## config.mk

```make
export PLATFORM = sky130hd
export DESIGN_NAME = astable555_cv_osc
export DESIGN_NICKNAME = d
export VERILOG_FILES = /design/src/rtl/astable555_cv_osc.sv
export SDC_FILE = /design/constraint.sdc
export NUM_CORES = 1
export LEC_CHECK = 0
export ABC_AREA = 1
export CORE_ASPECT_RATIO = 0.9
export CORE_UTILIZATION = 50
export CTS_BUF_LIST = sky130_fd_sc_hd__clkbuf_2
export DETAILED_ROUTE_END_ITERATION = 16
export HOLD_SLACK_MARGIN = 0.06
export PLACE_DENSITY = 0.75
export SKIP_LAST_GASP = 1
export SYNTH_ARGS = -nofsm -noshare
export SYNTH_HDL_FRONTEND = slang
export SYNTH_SLANG_ARGS = --single-unit
export TNS_END_PERCENT = 50
```

## constraint.sdc

```tcl
create_clock -name clk -period 7.1 [get_ports clk]
set_input_delay 1.42 -clock clk [delete_from_list [all_inputs] [get_ports clk]]
set_output_delay 1.42 -clock clk [all_outputs]
set_load 0.02 [all_outputs]
```

## src/rtl/astable555_cv_osc.sv

```systemverilog
// Sample-stepped 555 astable stage: the timing cap charges toward vcc and discharges toward 0 between CV/2 and CV thresholds.
// Optional period measurement outputs are enabled with `define ASTABLE555_PERIOD_COUNT_EN.
module astable555_cv_osc #(
  parameter logic [15:0] K_CHARGE    = 16'd32768,
  parameter logic [15:0] K_DISCHARGE = 16'd32768,
  parameter logic [15:0] CV_MIN      = 16'd256,
  parameter logic [15:0] CV_MARGIN   = 16'd64
) (
  input  logic        clk,
  input  logic        rst,
  input  logic        sample_en,
  input  logic        walk_en,
  input  logic [15:0] vcc,
  input  logic [15:0] v_control,
  output logic        out,
  output logic [15:0] out_level,
  output logic [15:0] v_cap,
  output logic        cycle_done
`ifdef ASTABLE555_PERIOD_COUNT_EN
  ,
  output logic [15:0] period,
  output logic        period_valid
`endif
);

  typedef enum logic [1:0] {
    ST_HOLD      = 2'd0,
    ST_CHARGE    = 2'd1,
    ST_DISCHARGE = 2'd2
  } state_t;

  state_t state;
  state_t nxt_state;

  logic [16:0] floor_sum;
  logic [15:0] ceil_v;
  logic [15:0] upper;
  logic [15:0] lower;

  logic [15:0] chg_diff;
  logic [31:0] chg_prod;
  logic [15:0] chg_step;
  logic [15:0] chg_frac_unused;
  logic [15:0] chg_vcap;

  logic [31:0] dis_prod;
  logic [15:0] dis_step;
  logic [15:0] dis_frac_unused;
  logic [15:0] dis_vcap;

  logic [15:0] nxt_vcap;
  logic        nxt_done;

  // Upper threshold stays inside [CV_MIN, vcc-CV_MARGIN]; collapses to CV_MIN when the supply is too low.
  always_comb begin
    floor_sum = {1'b0, CV_MIN} + {1'b0, CV_MARGIN};
    ceil_v    = vcc - CV_MARGIN;
    upper     = CV_MIN;
    if ({1'b0, vcc} >= floor_sum) begin
      if (v_control < CV_MIN)
        upper = CV_MIN;
      else if (v_control > ceil_v)
        upper = ceil_v;
      else
        upper = v_control;
    end
    lower = upper >> 1;
  end

  // Step can never exceed the remaining distance, so v_cap+step stays within vcc and v_cap-step stays >= 0.
  always_comb begin
    chg_diff = (vcc > v_cap) ? (vcc - v_cap) : 16'd0;
    chg_prod = 32'(chg_diff) * 32'(K_CHARGE);
    {chg_step, chg_frac_unused} = chg_prod;
    if (chg_step == 16'd0 && chg_diff != 16'd0)
      chg_step = 16'd1;
    chg_vcap = v_cap + chg_step;

    dis_prod = 32'(v_cap) * 32'(K_DISCHARGE);
    {dis_step, dis_frac_unused} = dis_prod;
    if (dis_step == 16'd0 && v_cap != 16'd0)
      dis_step = 16'd1;
    dis_vcap = v_cap - dis_step;
  end

  always_comb begin
    nxt_state = state;
    nxt_vcap  = v_cap;
    nxt_done  = 1'b0;
    if (!walk_en) begin
      nxt_state = ST_HOLD;
      nxt_vcap  = dis_vcap;
    end else begin
      case (state)
        ST_HOLD: nxt_state = ST_CHARGE;
        ST_CHARGE: begin
          nxt_vcap = chg_vcap;
          if (chg_vcap >= upper)
            nxt_state = ST_DISCHARGE;
        end
        ST_DISCHARGE: begin
          nxt_vcap = dis_vcap;
          if (dis_vcap <= lower) begin
            nxt_state = ST_CHARGE;
            nxt_done  = 1'b1;
          end
        end
        default: nxt_state = ST_HOLD;
      endcase
    end
  end

  always_ff @(posedge clk) begin
    if (rst) begin
      state      <= ST_HOLD;
      out        <= 1'b0;
      out_level  <= 16'd0;
      v_cap      <= 16'd0;
      cycle_done <= 1'b0;
    end else begin
      cycle_done <= 1'b0;
      if (sample_en) begin
        state      <= nxt_state;
        v_cap      <= nxt_vcap;
        out        <= (nxt_state == ST_CHARGE);
        out_level  <= (nxt_state == ST_CHARGE) ? vcc : 16'd0;
        cycle_done <= nxt_done;
      end
    end
  end

`ifdef ASTABLE555_PERIOD_COUNT_EN
  logic [15:0] period_cnt;
  logic [15:0] cnt_inc;

  assign cnt_inc = (period_cnt == 16'hFFFF) ? 16'hFFFF : period_cnt + 16'd1;

  // Count covers every running update, including the one that closes the cycle.
  always_ff @(posedge clk) begin
    if (rst) begin
      period_cnt   <= 16'd0;
      period       <= 16'd0;
      period_valid <= 1'b0;
    end else begin
      period_valid <= 1'b0;
      if (sample_en) begin
        if (!walk_en) begin
          period_cnt <= 16'd0;
          period     <= 16'd0;
        end else if (nxt_done) begin
          period       <= cnt_inc;
          period_valid <= 1'b1;
          period_cnt   <= 16'd0;
        end else if (state != ST_HOLD) begin
          period_cnt <= cnt_inc;
        end
      end
    end
  end
`endif

endmodule

```

After elaboration in Yosys (flattened, before gate mapping):

Cells that the tools add are included.

* bits in registers: 36
* input port bits: 36

* reductions and logical operators: 9
* equality and inequality tests: 4
* bitwise logic cells: 3
* order comparisons: 6
* multiplexer cells: 14
* add/subtract/negate cells: 4

Operator list (count)
* two-way mux 16 bit: 6
* > comparator 16 bit: 2
* logical NOT 16 bit: 2
* one-hot mux 16 bit (2 select lines): 1
* nonzero test 16 bit: 2
* subtractor 16 bit: 2
* two-way mux 15 bit: 2
* adder 16 bit: 1
* >= comparator 16 bit: 1
* >= comparator 16 x 9 -> 1 bit, second input constant: 1
* less-or-equal comparator 16 x 15 -> 1 bit: 1
* < comparator 16 x 9 -> 1 bit, second input constant: 1
* subtractor 16 x 7 -> 16 bit, second input constant: 1
* two-way mux 2 bit: 3
* one-hot mux 2 bit (3 select lines): 1
* equality test 2 x 1 -> 1 bit, second input constant: 2
* OR reduction 4 bit: 1
* != test 3 x 1 -> 1 bit, second input constant: 1
* inverter 1 bit: 3
* equality test 2 bit, second input constant: 1
* logical AND 1 bit: 2
* logical NOT 2 bit: 1
* AND reduction 2 bit: 1
* two-way mux 1 bit: 1

Logic depth before layout (Yosys ltp):

Gate-level depths: netlist of the first run.

* depth in word-level cells: 12
* mapped depth: 36

Least setup slack after synthesis of the first run:

No wires, ideal clock.

* path type: input -> register
* start point: in vcc[0]
* end point: reg out
* setup slack: 1.304 ns
* arrival: 5.725 ns
* setup time: 0.071 ns
* stages: 34
* required time: 7.029 ns
* buffers on the path: 1
* path through: inv_1 -> ha_1 -> fa_1 -> o21ai_2 -> nand2_1 -> nand2_2 -> nand2_1 -> nand2_2 -> nand2_4 -> inv_4 -> nand2_1 -> nor2_2 -> nor2_1 -> nand3_1 -> nand2_1 -> ha_1 -> fa_1 -> nand3_1 -> nand2_1 -> a21boi_1 -> o21ai_1 -> inv_1 -> nor2_1 -> o21bai_1 -> nand2_1 -> ha_1 -> nand2_1 -> o21ai_0 -> a21oi_1 -> nand3_1 -> a21oi_4 -> buf_4 -> nand2_1 -> a21oi_1

* cells in the longest elaborated chain, start to end: 11
* elaborated cells between the ends (all ways): 21

RTL lines
* start, declared: RTL line 13 `input logic [15:0] vcc,`
* subtractor 16 bit / > comparator 16 bit (equally long branches): RTL line 72 `chg_diff = (vcc > v_cap) ? (vcc - v_cap) : 16'd0;`
* two-way mux 16 bit: RTL line 72
* logical NOT 16 bit / nonzero test 16 bit (equally long branches): RTL line 75 `if (chg_step == 16'd0 && chg_diff != 16'd0)`
* logical AND 1 bit: RTL line 75
* two-way mux 15 bit: RTL line 75
* adder 16 bit: RTL line 77 `chg_vcap = v_cap + chg_step;`
* >= comparator 16 bit: RTL line 98 `if (chg_vcap >= upper)`
* two-way mux 2 bit: RTL line 98
* one-hot mux 2 bit (3 select lines) *: RTL line 94 `case (state)`
* two-way mux 2 bit *: RTL line 90 `if (!walk_en) begin`
* equality test 2 x 1 -> 1 bit *: RTL line 125 `out <= (nxt_state == ST_CHARGE);`
* end signal, assigned: RTL line 125
* end, declared: RTL line 15 `output logic out,`

Every way passes the cells marked *; elsewhere a longest branch is shown, timed or not.
A chain may end at the register's enable or synchronous reset.

Worst setup path after layout of the first run:

* start point: in vcc[0]
* end point: reg out_level[13]

* cells in the longest elaborated chain, start to end: 12
* elaborated cells between the ends (all ways): 22

RTL lines
* subtractor 16 bit / > comparator 16 bit (equally long branches): RTL line 72
* two-way mux 16 bit: RTL line 72
* logical NOT 16 bit / nonzero test 16 bit (equally long branches): RTL line 75
* logical AND 1 bit: RTL line 75
* two-way mux 15 bit: RTL line 75
* adder 16 bit: RTL line 77
* >= comparator 16 bit: RTL line 98
* two-way mux 2 bit: RTL line 98
* one-hot mux 2 bit (3 select lines) *: RTL line 94
* two-way mux 2 bit *: RTL line 90
* equality test 2 x 1 -> 1 bit *: RTL line 126 `out_level <= (nxt_state == ST_CHARGE) ? vcc : 16'd0;`
* two-way mux 16 bit *: RTL line 126
* end signal, assigned: RTL line 126
* end, declared: RTL line 16 `output logic [15:0] out_level,`

Marks and branches as above.

==> run metrics, run 1 <==
CTS-repair resized insts=0; row count=36; layout cells sized above 1=6.999%; Startpoint Class=primary input; CTS Sinks=36; area growth from synthesis to layout=16.63%; Pleak=3.179 nW; Final Hold Fails=0; crit share post-route=around nine tenths; number of routed nets with antenna violations=0; Max Cap Viol=0; DIE WIDTH=around 110 um; Filler cells=roughly 1100; Final min period=about 6.5 ns; ranking of synthesized cells by area=ha_1, nand2_1, dfxtp_1; WP data arrival=a little under 7 ns; peak supply drop=between 0.0001 and 0.00015 V; YS warnings=0; CP max stage delay=approximately 0.5 ns; most common cell in the synthesized netlist=nand2_1; sequential area share after synthesis=between 10% and 20%; Final Non-Filler Cells=1095; number of port buffers=69; Initial Utilization=between 50% and 60%; clk buf depth=2; Max-Slew Margin vs Limit=around 58%; Worst path most repeated cell=nand2_1; Commonest cells post-synth=nand2_1, inv_1, ha_1, a21oi_1, nor2_1; Syn Nets=between 1000 and 1500; core footprint=between 10000 and 15000 um^2; slowest CP cell=clkdlybuf4s50_1; htree depth=2; post-synthesis register bit count=36; utilization after layout=60.12%; PwrDens=353.6 nW/um^2; synthesized instance count=between 800 and 900; die area=~12000 um^2; initial antenna violation count=0; wire length per cell=roughly 16 um; Cell Area, Synth=roughly 5600 um^2; DRT Pass-1 Iters=5; top cell type's share of synthesized area=between 20% and 30%; Die Y=just over 100 um; worst hold-check path type=reg2reg; drt drc=0; crit path kind=in2reg; GP Congestion=around 0.97; Vias/cell=roughly 5.5; post-CTS setup buffer count=0; n_diodes=0; io pins=70; worst hold slack=between 0.4 and 0.5 ns; CP max FO=17; grt ovf=0; final-report max-slew violation count=0; HPWL Detailed=14290 um; cell taking the most area after synthesis=ha_1; Post-Route Setup TNS=0 ns; CTS tree=built; gr usage total=between 20% and 30%; fmax=roughly 0.15 GHz; dpl cells=about 1100; largest net degree at the start of global routing=31; final setup violation count=0; clock latency on the worst-skew pair=0.42 ns; root buf cell=clkbuf_2; crit path capture type=flip-flop; RSZ-0062 raised after global routing=false; vias after detailed routing=6011; Clock Pin Slew Worst Setup and Hold Paths=0.20 ns; DR iter-0 viols=~440; Worst Path Required=between 7 and 8 ns; number of synthesized flops with an enable pin=0; Least-Margin Pin Slew=0.6332 ns; syn avg cell area=between 6 and 7 um^2; final wirelength=around 17000 um; vias in the first global route=around 5300; fin nets=roughly 1100; Post-synth ARST share=0%; Main synth FF type=dfxtp_1; dpl ws=about 0.26 ns; status=finished, final reports clean; # hold bufs at CTS=0; Netlist cell types=between 40 and 50; worst setup margin=0.6364 ns; first-pass GRT wire length=between 20000 and 30000 um; total CTS buffers=5; clock skew=about 0.03 ns
==> critical path: cells and delay by family <==
family / cells / cell delay [ns]
AND/OR/NAND/NOR: 18 / 1.68
adder cells (fa/ha/maj): 5 / 1.55
AO/OA/AOI/OAI: 8 / 1.37
buffers and inverters: 4 / 0.80
==> logic make-up after synthesis <==
logic type,synth area share [%]
AND/OR/NAND/NOR,30.73
AO/OA/AOI/OAI,19.46
adder cells (fa/ha/maj),22.22
XOR/XNOR,4.988
flip-flops,12.83
buffers and inverters,9.775
==> where the power goes <==
group	switching, W	internal (W)	leakage (nW)
combinational	0.00121	0.000717	2.85
sequential	0.0000586	0.000231	0.295
clock	0.0000750	0.0000238	0.0327
==> stage by stage <==
| step | instance area (um^2) | total power, W |
|---|---|---|
| after floorplan | 5619 | 0.001696 |
| after global placement | 6510 | 0.002165 |
| after detailed placement | 6510 | 0.002183 |
| after CTS | 6554 | 0.002290 |
| after global routing | 6554 | 0.002564 |
| final | 6554 | 0.002317 |
==> layout by cell type, fill, tap and decap left out, types with 4 or more instances in the layout <==
cell and n:
a21oi_1 91, a21oi_2 10, buf_4 9, clkbuf_2 5, clkdlybuf4s50_1 69, dfxtp_1 36, ha_1 95, inv_1 120
nand2_1 199, nand2_2 7, nand3_1 56, nand3_2 14, nand3b_1 4, nand4_1 7, nor2_1 63, nor2_2 4
nor3_1 9, nor4_1 6, o211ai_1 17, o21ai_0 32, o21ai_1 4, o31ai_1 4, or2_1 6, xnor2_1 10
xor2_1 22
==> per-layer routing <==
layer,GRT usage (%),share of wire (%),up-vias
met4,6.579,1.8,0
met5,0,0,-
met2,47.00,43,227
met3,4.056,6.6,23
li1,-,-,3074
met1,41.81,48,2687
==> sequential cells by signal (all words and copies together) (netlist names) <==
signal      cells
cycle_done      1
state           2
out_level      16
v_cap          16
out             1
==> worst paths after layout <==
| kind | start | end | slack, ns | depth (start not counted) |
|---|---|---|---|---|
| max | vcc[0] | out_level[13] | 0.64 | 35 |
| min | out_level[8] | out_level[8] | 0.48 | 2 |
| max reg2reg | v_cap[10] | out_level[13] | 1.56 | 32 |
| min reg2reg | out_level[8] | out_level[8] | 0.48 | 2 |
==> final cells by class <==
type | instances | area, um^2 | share of cell area, %
Multi-Input combinational cell | 695 | 4349 | 66.36
Timing Repair Buffer | 79 | 778.2 | 11.87
Sequential cell | 36 | 720.7 | 11.00
Inverter | 125 | 471.7 | 7.197
Tap cell | 152 | 190.2 | 2.902
Clock buffer | 5 | 25.02 | 0.3818
Clock inverter | 3 | 18.77 | 0.2864
Power figures use the tool's default switching activity.
==> run 2, diff against run 1 <==
- CORE_UTILIZATION: 50 -> 59
- PLACE_DENSITY: 0.75 -> 0.86
==> run 2 against run 1 <==
  * Utilization is 11 points higher
  * Combinational power is essentially flat
  * Routed wire length is 0.15% higher
  * Flip-flop and latch count did not move
  * Final area down 0.57%
  * Non-clock buffer count rose by 2
  * Setup slack lost 0.20 ns
  * Clock skew increased by 0.012 ns
  * Via count rose by 4.5%
  * Fmax decreased by 3.0%
  * Power grew 0.18%
  * Largest cell class unchanged
==> run metrics, run 2 (synthesized netlist as in run 1, its figures left out) <==
CTS-repair resized insts=0; # hold bufs at CTS=0; root buf cell=clkbuf_2; slowest CP cell=clkdlybuf4s50_1; clock latency on the worst-skew pair=0.41 ns; fmax=~0.15 GHz; RSZ-0062 raised after global routing=false; CP max FO=17; Largest regs=out_level (16), v_cap (16), state (2); CP max stage delay=between 0.5 and 0.6 ns; die area=about 9900 um^2; fin nets=1078; crit share post-route=93.82%; number of routed nets with antenna violations=0; Max Cap Viol=0; DRT Pass-1 Iters=9; Final min period=around 6.7 ns; worst hold path startpoint=out_level[10]; clock skew=0.04261 ns; area growth from synthesis to layout=15.97%; status=finished, final reports clean; utilization after layout=a little under three quarters; final wirelength=17120 um; largest net degree at the start of global routing=31; layout cells sized above 1=under 10%; n_diodes=0; HPWL Detailed=about 14000 um; CP Buf/Inv Count=5; crit path kind=in2reg; wire length per cell=between 15 and 20 um; final setup violation count=0; Die Y=94.58 um; Register Area=720.7 um^2; GP Congestion=slightly below 1; io pins=70; R2R cell count=32; depth of the worst hold-timing path=2; R2R Setup Slk=roughly 1.5 ns; Pleak=about 3.2 nW; post-CTS setup buffer count=0; DIE WIDTH=between 100 and 150 um; peak supply drop=between 0.00015 and 0.0002 V; grt ovf=0; crit path capture type=flip-flop; htree depth=2; most common cell after layout, fill and taps aside=nand2_1; Vias/cell=between 5 and 6; first-pass GRT wire length=about 27000 um; row count=33; Initial Utilization=approximately 61%; number of port buffers=slightly below 70; PwrDens=356.3 nW/um^2; vias after detailed routing=roughly 6300; commonest cells after routing, fill and taps aside=nand2_1, inv_1, ha_1; vias in the first global route=5415; CTS Sinks=36; worst reg2reg path startpoint=v_cap[10]; Worst path top cell family by delay=simple AND/OR/NAND/NOR gates; drt drc=0; worst hold-check path type=reg2reg; Worst Path Required=7.43 ns; clk buf depth=2; area of the multi-input gates=4349 um^2; Post-Route Setup TNS=0 ns; CTS tree=built; initial antenna violation count=0; Startpoint Class=primary input; core footprint=roughly 9200 um^2; final-report max-slew violation count=0; total CTS buffers=5; WP data arrival=between 6 and 7 ns; Final Non-Filler Cells=1067; Clock Pin Slew Worst Setup and Hold Paths=about 0.19 ns; Least-Margin Pin Slew=0.6479 ns; CP Depth=35; dpl cells=about 1100; gr usage total=a little over a third; reg2reg end=out_level[9]; DR iter-0 viols=around 550; Filler cells=between 700 and 800; Hold EP=out_level[10]; Worst path most repeated cell=nand2_1; Max-Slew Margin vs Limit=between 50% and 60%; Final Hold Fails=0
run 2: layer usage:
layer	GRT usage [%]	routed length, um	vias up
met5	0	0	-
met4	12.68	694	0
met3	6.694	1669	50
met2	55.19	7230	331
met1	46.79	7529	2823
li1	-	-	3080
run 2: metrics by stage:
step / setup slack (ns) / hold WS, ns / power, W / cell area [um^2]
final: 0.4386 / 0.4817 / 0.002322 / 6516
after global routing: 0.03953 / 0.5052 / 0.002553 / 6516
after CTS: 0.5391 / 0.4812 / 0.002287 / 6516
after floorplan: 1.304 / 0.5067 / 0.001696 / 5619
after global placement: 0.3824 / 0.4532 / 0.002157 / 6475
after detailed placement: 0.1335 / 0.4590 / 0.002182 / 6475
run 2: where the power goes:
part | switching (W) | leakage, nW | internal, W | total [W]
Combinational | 0.00122 | 2.86 | 0.000713 | 0.00193
Clock | 0.0000737 | 0.0266 | 0.0000246 | 0.0000983
Sequential | 0.0000594 | 0.295 | 0.000231 | 0.000290
run 2: how the worst max path moves through the flow:
| stage | endpoint | start | slack [ns] |
|---|---|---|---|
| 6_report | out_level[9] | vcc[0] | 0.44 |
| 5_1_grt | out_level[13] | vcc[0] | 0.04 |
| 4_1_cts | out_level[9] | vcc[0] | 0.54 |
| 3_5_place_dp | out_level[9] | vcc[0] | 0.13 |
| 3_3_place_gp | out | vcc[0] | 0.38 |
| 2_1_floorplan | out | vcc[0] | 1.30 |
run 2: final cells by class:
type,count,area share [%]
clock buffers,6,0.4608
clock inverters,2,0.1728
inverters,125,7.239
multi-input cells,695,66.74
flip-flops and latches,36,11.06
well taps,122,2.343
repair buffers,81,11.98
run 2: worst register-to-register path, delay by kind of cell (launching register included):
kind | cells | cell delay [ns]
AO/OA/AOI/OAI | 9 | 1.61
adder cells (fa/ha/maj) | 4 | 1.27
buffers and inverters | 4 | 0.51
flip-flops | 1 | 0.61
AND/OR/NAND/NOR | 15 | 1.56
==> run 3, diff against run 2 <==
- PLACE_DENSITY: 0.86 -> unset
- PLACE_DENSITY_LB_ADDON: unset -> 0.3
==> run 3 against run 2 <==
  * Routed wire length is 2.9% lower
  * Power up 0.97%
  * Sequential share of layout area up 0.075 points
  * Final cell count down 0.56%
  * Count of clock-buffer cells in the layout down 1
  * Clock skew is 0.026 ns lower
  * Critical endpoint is now out_level[12]
==> run metrics, run 3 (synthesized netlist as in run 1, its figures left out) <==
vias after detailed routing=between 6000 and 7000; number of port buffers=just under 70; depth of the worst hold-timing path=2; DP Area=approximately 6400 um^2; clk buf depth=2; Final Hold Fails=0; worst hold slack=0.4834 ns; slowest CP cell=clkdlybuf4s50_1; grt ovf=0; io pins=70; Register Area=slightly above 700 um^2; number of routed nets with antenna violations=0; Largest regs=out_level (16), v_cap (16), state (2); dpl ws=~0.15 ns; DRT Pass-1 Iters=6; DR iter-0 viols=417; DIE WIDTH=104.9 um; Max-Slew Margin vs Limit=approximately 56%; CP max FO=17; CTS tree=built; peak supply drop=around 0.00020 V; final setup violation count=0; area growth from synthesis to layout=15.19%; status=finished, final reports clean; n_diodes=0; CP max stage delay=about 0.61 ns; commonest cells after routing, fill and taps aside=nand2_1, inv_1, ha_1; Comb power frac=a little over four fifths; GP Congestion=0.9985; Worst path most repeated cell=nand2_1; Die Y=between 90 and 100 um; Switch Pwr=roughly 0.0014 W; final wirelength=about 17000 um; Max Cap Viol=0; total CTS buffers=5; Initial Utilization=61.30%; HPWL Detailed=~14000 um; clock latency on the worst-skew pair=0.43 ns; Clk pwr share=4.6%; crit share post-route=92.14%; most common cell after layout, fill and taps aside=nand2_1; largest net degree at the start of global routing=31; vias in the first global route=between 5000 and 6000; R2R cell count=33; core footprint=9166 um^2; die area=around 10000 um^2; first-pass GRT wire length=around 27000 um; PwrDens=roughly 360 nW/um^2; fmax=about 0.15 GHz; fin nets=roughly 1100; Final min period=about 6.5 ns; Least-Margin Pin Slew=approximately 0.66 ns; reg2reg end=out_level[12]; # hold bufs at CTS=0; clock skew=0.01668 ns; area of the multi-input gates=roughly 4300 um^2; post-route cell area=~6500 um^2; Pleak=3.154 nW; WP data arrival=just under 7 ns; RSZ-0062 raised after global routing=false; Worst Path Required=7.48 ns; row count=33; Startpoint Class=primary input; drt drc=0; worst hold path startpoint=out_level[8]; CTS Sinks=36; Hold EP=out_level[8]; layout cells sized above 1=about 6.5%; final-report max-slew violation count=0; gr usage total=33.83%; CTS-repair resized insts=0; R2R Setup Slk=1.64 ns; Vias/cell=~5.8; crit path kind=in2reg; Filler cells=about 880; root buf cell=clkbuf_2; worst reg2reg path startpoint=v_cap[2]; Post-Route Setup TNS=0 ns; worst setup margin=approximately 0.56 ns; initial antenna violation count=0; post-CTS setup buffer count=0; worst hold-check path type=reg2reg; Clock Pin Slew Worst Setup and Hold Paths=~0.21 ns; Pint=0.0009669 W; htree depth=2; Sequential Power Share=between 10 and 15%; Switching Share=58.75%; crit path capture type=flip-flop; wire length per cell=15.66 um
-- run 3: metal layers --
| layer | vias up | global-route usage (%) | share of wire (%) |
|---|---|---|---|
| met5 | - | 0 | 0 |
| met4 | 0 | 8.568 | 1.9 |
| met3 | 33 | 6.349 | 9.2 |
| met2 | 268 | 56.51 | 45 |
| met1 | 2768 | 44.96 | 44 |
| li1 | 3079 | - | - |
-- run 3: layout make-up --
class                      instances  area share (%)
inverter                         125           7.288
multi-input combinational        695           67.20
clock inverter                     3          0.2706
timing repair buffer              75           11.37
tap                              122           2.358
clock buffer                       5          0.3866
sequential                        36           11.13
-- run 3: power by group through the flow --
stage	registers [W]	logic (W)	clock network, W
final	0.000287	0.00195	0.000108
after global routing	0.000289	0.00220	0.000119
after CTS	0.000285	0.00191	0.000108
after detailed placement	0.000289	0.00190	0
after global placement	0.000290	0.00186	0
after floorplan	0.000302	0.00139	0
-- run 3: worst max-delay path by stage --
stage                     depth (start not counted)  slack [ns]    from       endpoint
final                                            35        0.56  vcc[0]  out_level[12]
after global routing                             35        0.07  vcc[0]  out_level[12]
after CTS                                        35        0.62  vcc[0]  out_level[12]
after detailed placement                         35        0.15  vcc[0]  out_level[12]
after global placement                           35        0.32  vcc[0]            out
after floorplan                                  34        1.30  vcc[0]            out
-- run 3: worst max-delay path, delay by kind of cell --
kind	cells	cell delay [ns]
simple gates	17	1.54
fa+ha+maj	5	1.52
compound gates	8	1.30
buf+inv	5	1.12
-- run 3: metrics by stage --
step / util (%) / total power [W] / std cells
global placement: 70.15 / 0.002154 / 1053
floorplan: - / 0.001696 / 870
detailed placement: 70.15 / 0.002186 / 1053
global route: 70.61 / 0.002607 / 1061
finish: 70.61 / 0.002344 / 1061
CTS: 70.61 / 0.002302 / 1061
==> RTL edit, RTL diff (settings of run 2) <==
Add a define of `ASTABLE555_PERIOD_COUNT_EN`.
--- a/src/rtl/astable555_cv_osc.sv
+++ b/src/rtl/astable555_cv_osc.sv
@@ -1,5 +1,7 @@
 // Sample-stepped 555 astable stage: the timing cap charges toward vcc and discharges toward 0 between CV/2 and CV thresholds.
 // Optional period measurement outputs are enabled with `define ASTABLE555_PERIOD_COUNT_EN.
+`define ASTABLE555_PERIOD_COUNT_EN
+
 module astable555_cv_osc #(
   parameter logic [15:0] K_CHARGE    = 16'd32768,
   parameter logic [15:0] K_DISCHARGE = 16'd32768,
Formal check against the unedited RTL (old outputs only; new: period and period_valid): equivalent (Yosys induction, for registers that start in step).
==> RTL edit against run 2 <==
Cell count rose by 31%. Register-to-register slack improved by 40 ps. First-iteration DRC count rose by 12%. Design area rose by 31%. Clock skew fell by 20 ps. Synthesized area rose by 32%. Sequential cell count rose by 33. Sequential power rose by 59%. Power fell by 3.9%. Count of clock-buffer cells in the layout rose by 3. Wire length rose by 23%. Worst setup slack improved by 76 ps. Critical path type unchanged. Critical endpoint is now state[0]$_SDFFE_PP0P_. Largest cell class unchanged.
==> RTL edit: results (changes against run 2) <==
metric	value	unit	change
post-CTS resize count	0		unchanged
CTS clock-pin slew for the worst setup and hold paths	200	ps	
crit-path max cell delay	570	ps	+40 ps
CP Data Arrival Time	7110	ps	+120 ps
post-synthesis compound-gate area fraction	0.1759		-0.01869
GP Congestion	0.9758		+0.69%
Sw Pwr	1.169	mW	-14%
slowest CP cell	clkdlybuf4s50_1		
Lkg Pwr	4.069	nW	+28%
Synth Warn #	0		unchanged
Placed Cells	1385		+31%
first-pass GRT wire length	33.78	mm	+25%
initial antenna violation count	0		unchanged
# fillers	1102		+40%
count of input and output buffers	86		+25%
H-Tree Depth	3		+1
actual slew at the worst max-slew pin	944.0	ps	+296.1 ps
placed cell areas	8382	sq um	+29%
root buf cell	clkbuf_2		
Pre-Repair DR Iteration Count	7		-2
share of cells above drive strength 1	0.04432		-0.02658
multiplexer share of the synthesized area	0		unchanged
distinct cell type count after synthesis	48		+2.1%
clk_skew	22.69	ps	-19.92 ps
synth top area cells	dfxtp_1, ha_1, nand2_1		
Commonest cells post-synth	nand2_1, inv_1, a21oi_1		
status	finished clean		
DRT iter0 DRCs	614		+12%
maximum fanout along the worst path	18		+1
Adder-Cell Fraction of Synth Area	0.1702		-0.05204
pre-CTS setup slack	36.99	ps	-96.51 ps
Num CTS Buffers	9		+4
Yosys top cell by area	dfxtp_1		
Antenna diodes	0		unchanged
Mapped Nets	1295		+29%
Clock Latency Late Sink	590	ps	+180 ps
Hold Path Class	reg -> reg		
Cells after Synth	1160		+33%
vias in the first global route	7101		+31%
sequential area share after synthesis	0.1864		+0.05814
Synth async-reset ratio	0		unchanged
final wirelength	21.11	mm	+23%
Max VDD drop	0.1187	mV	-38%
gr usage total	0.3276		-0.01942
setup bufs post-CTS	0		unchanged
via/cell ratio	5.718		-2.9%
detailed placement HPWL	17.02	mm	+19%
Synth Area in XOR/XNOR	0.04727		-0.002604
pin count of the biggest net entering global routing	43		+39%
Finished Layout Cells	1401		+31%
deepest clock path buffer count	2		unchanged
[RTL edit: layer usage]
layer	vias to the layer above	GRT usage	routed length, um
met1	3588	0.4411	9591
met2	342	0.5205	9157
met5	-	0	0
met3	49	0.05643	1827
met4	0	0.1277	532
li1	4032	-	-
[RTL edit: power groups by stage]
stage / Clock, mW / Combinational, mW / Sequential, mW
after floorplan: 0 / 1.08 / 0.477
after global placement: 0 / 1.45 / 0.465
after detailed placement: 0 / 1.48 / 0.465
after CTS: 0.265 / 1.48 / 0.457
after global routing: 0.274 / 1.71 / 0.462
final: 0.260 / 1.51 / 0.460
[RTL edit: cell type report]
class | instances | area (sq um) | area share
clock buffer | 9 | 45.04 | 0.005293
inverter | 163 | 611.8 | 0.07189
sequential | 69 | 1381 | 0.1623
multi-input combinational | 897 | 5253 | 0.6172
clock inverter | 7 | 83.83 | 0.009850
tap | 160 | 200.2 | 0.02352
timing repair buffer | 96 | 935.9 | 0.1100
[RTL edit: worst max-delay path: cells and delay by family]
| kind | cells | cell delay [ps] |
|---|---|---|
| fa+ha+maj | 5 | 1470 |
| buf+inv | 6 | 1260 |
| compound gates | 7 | 1010 |
| simple gates | 21 | 1940 |
[RTL edit: path summary, 6_finish.rpt]
check | startpoint | to | slack [ps] | cells past startpoint
setup / recovery | vcc[0] | state[0]$_SDFFE_PP0P_ | 510 | 39
hold / removal | out$_SDFFE_PP0P_ | out$_SDFFE_PP0P_ | 480 | 2
setup reg to reg | v_cap[0]$_SDFFE_PP0P_ | state[0]$_SDFFE_PP0P_ | 1510 | 37
hold reg to reg | out$_SDFFE_PP0P_ | out$_SDFFE_PP0P_ | 480 | 2
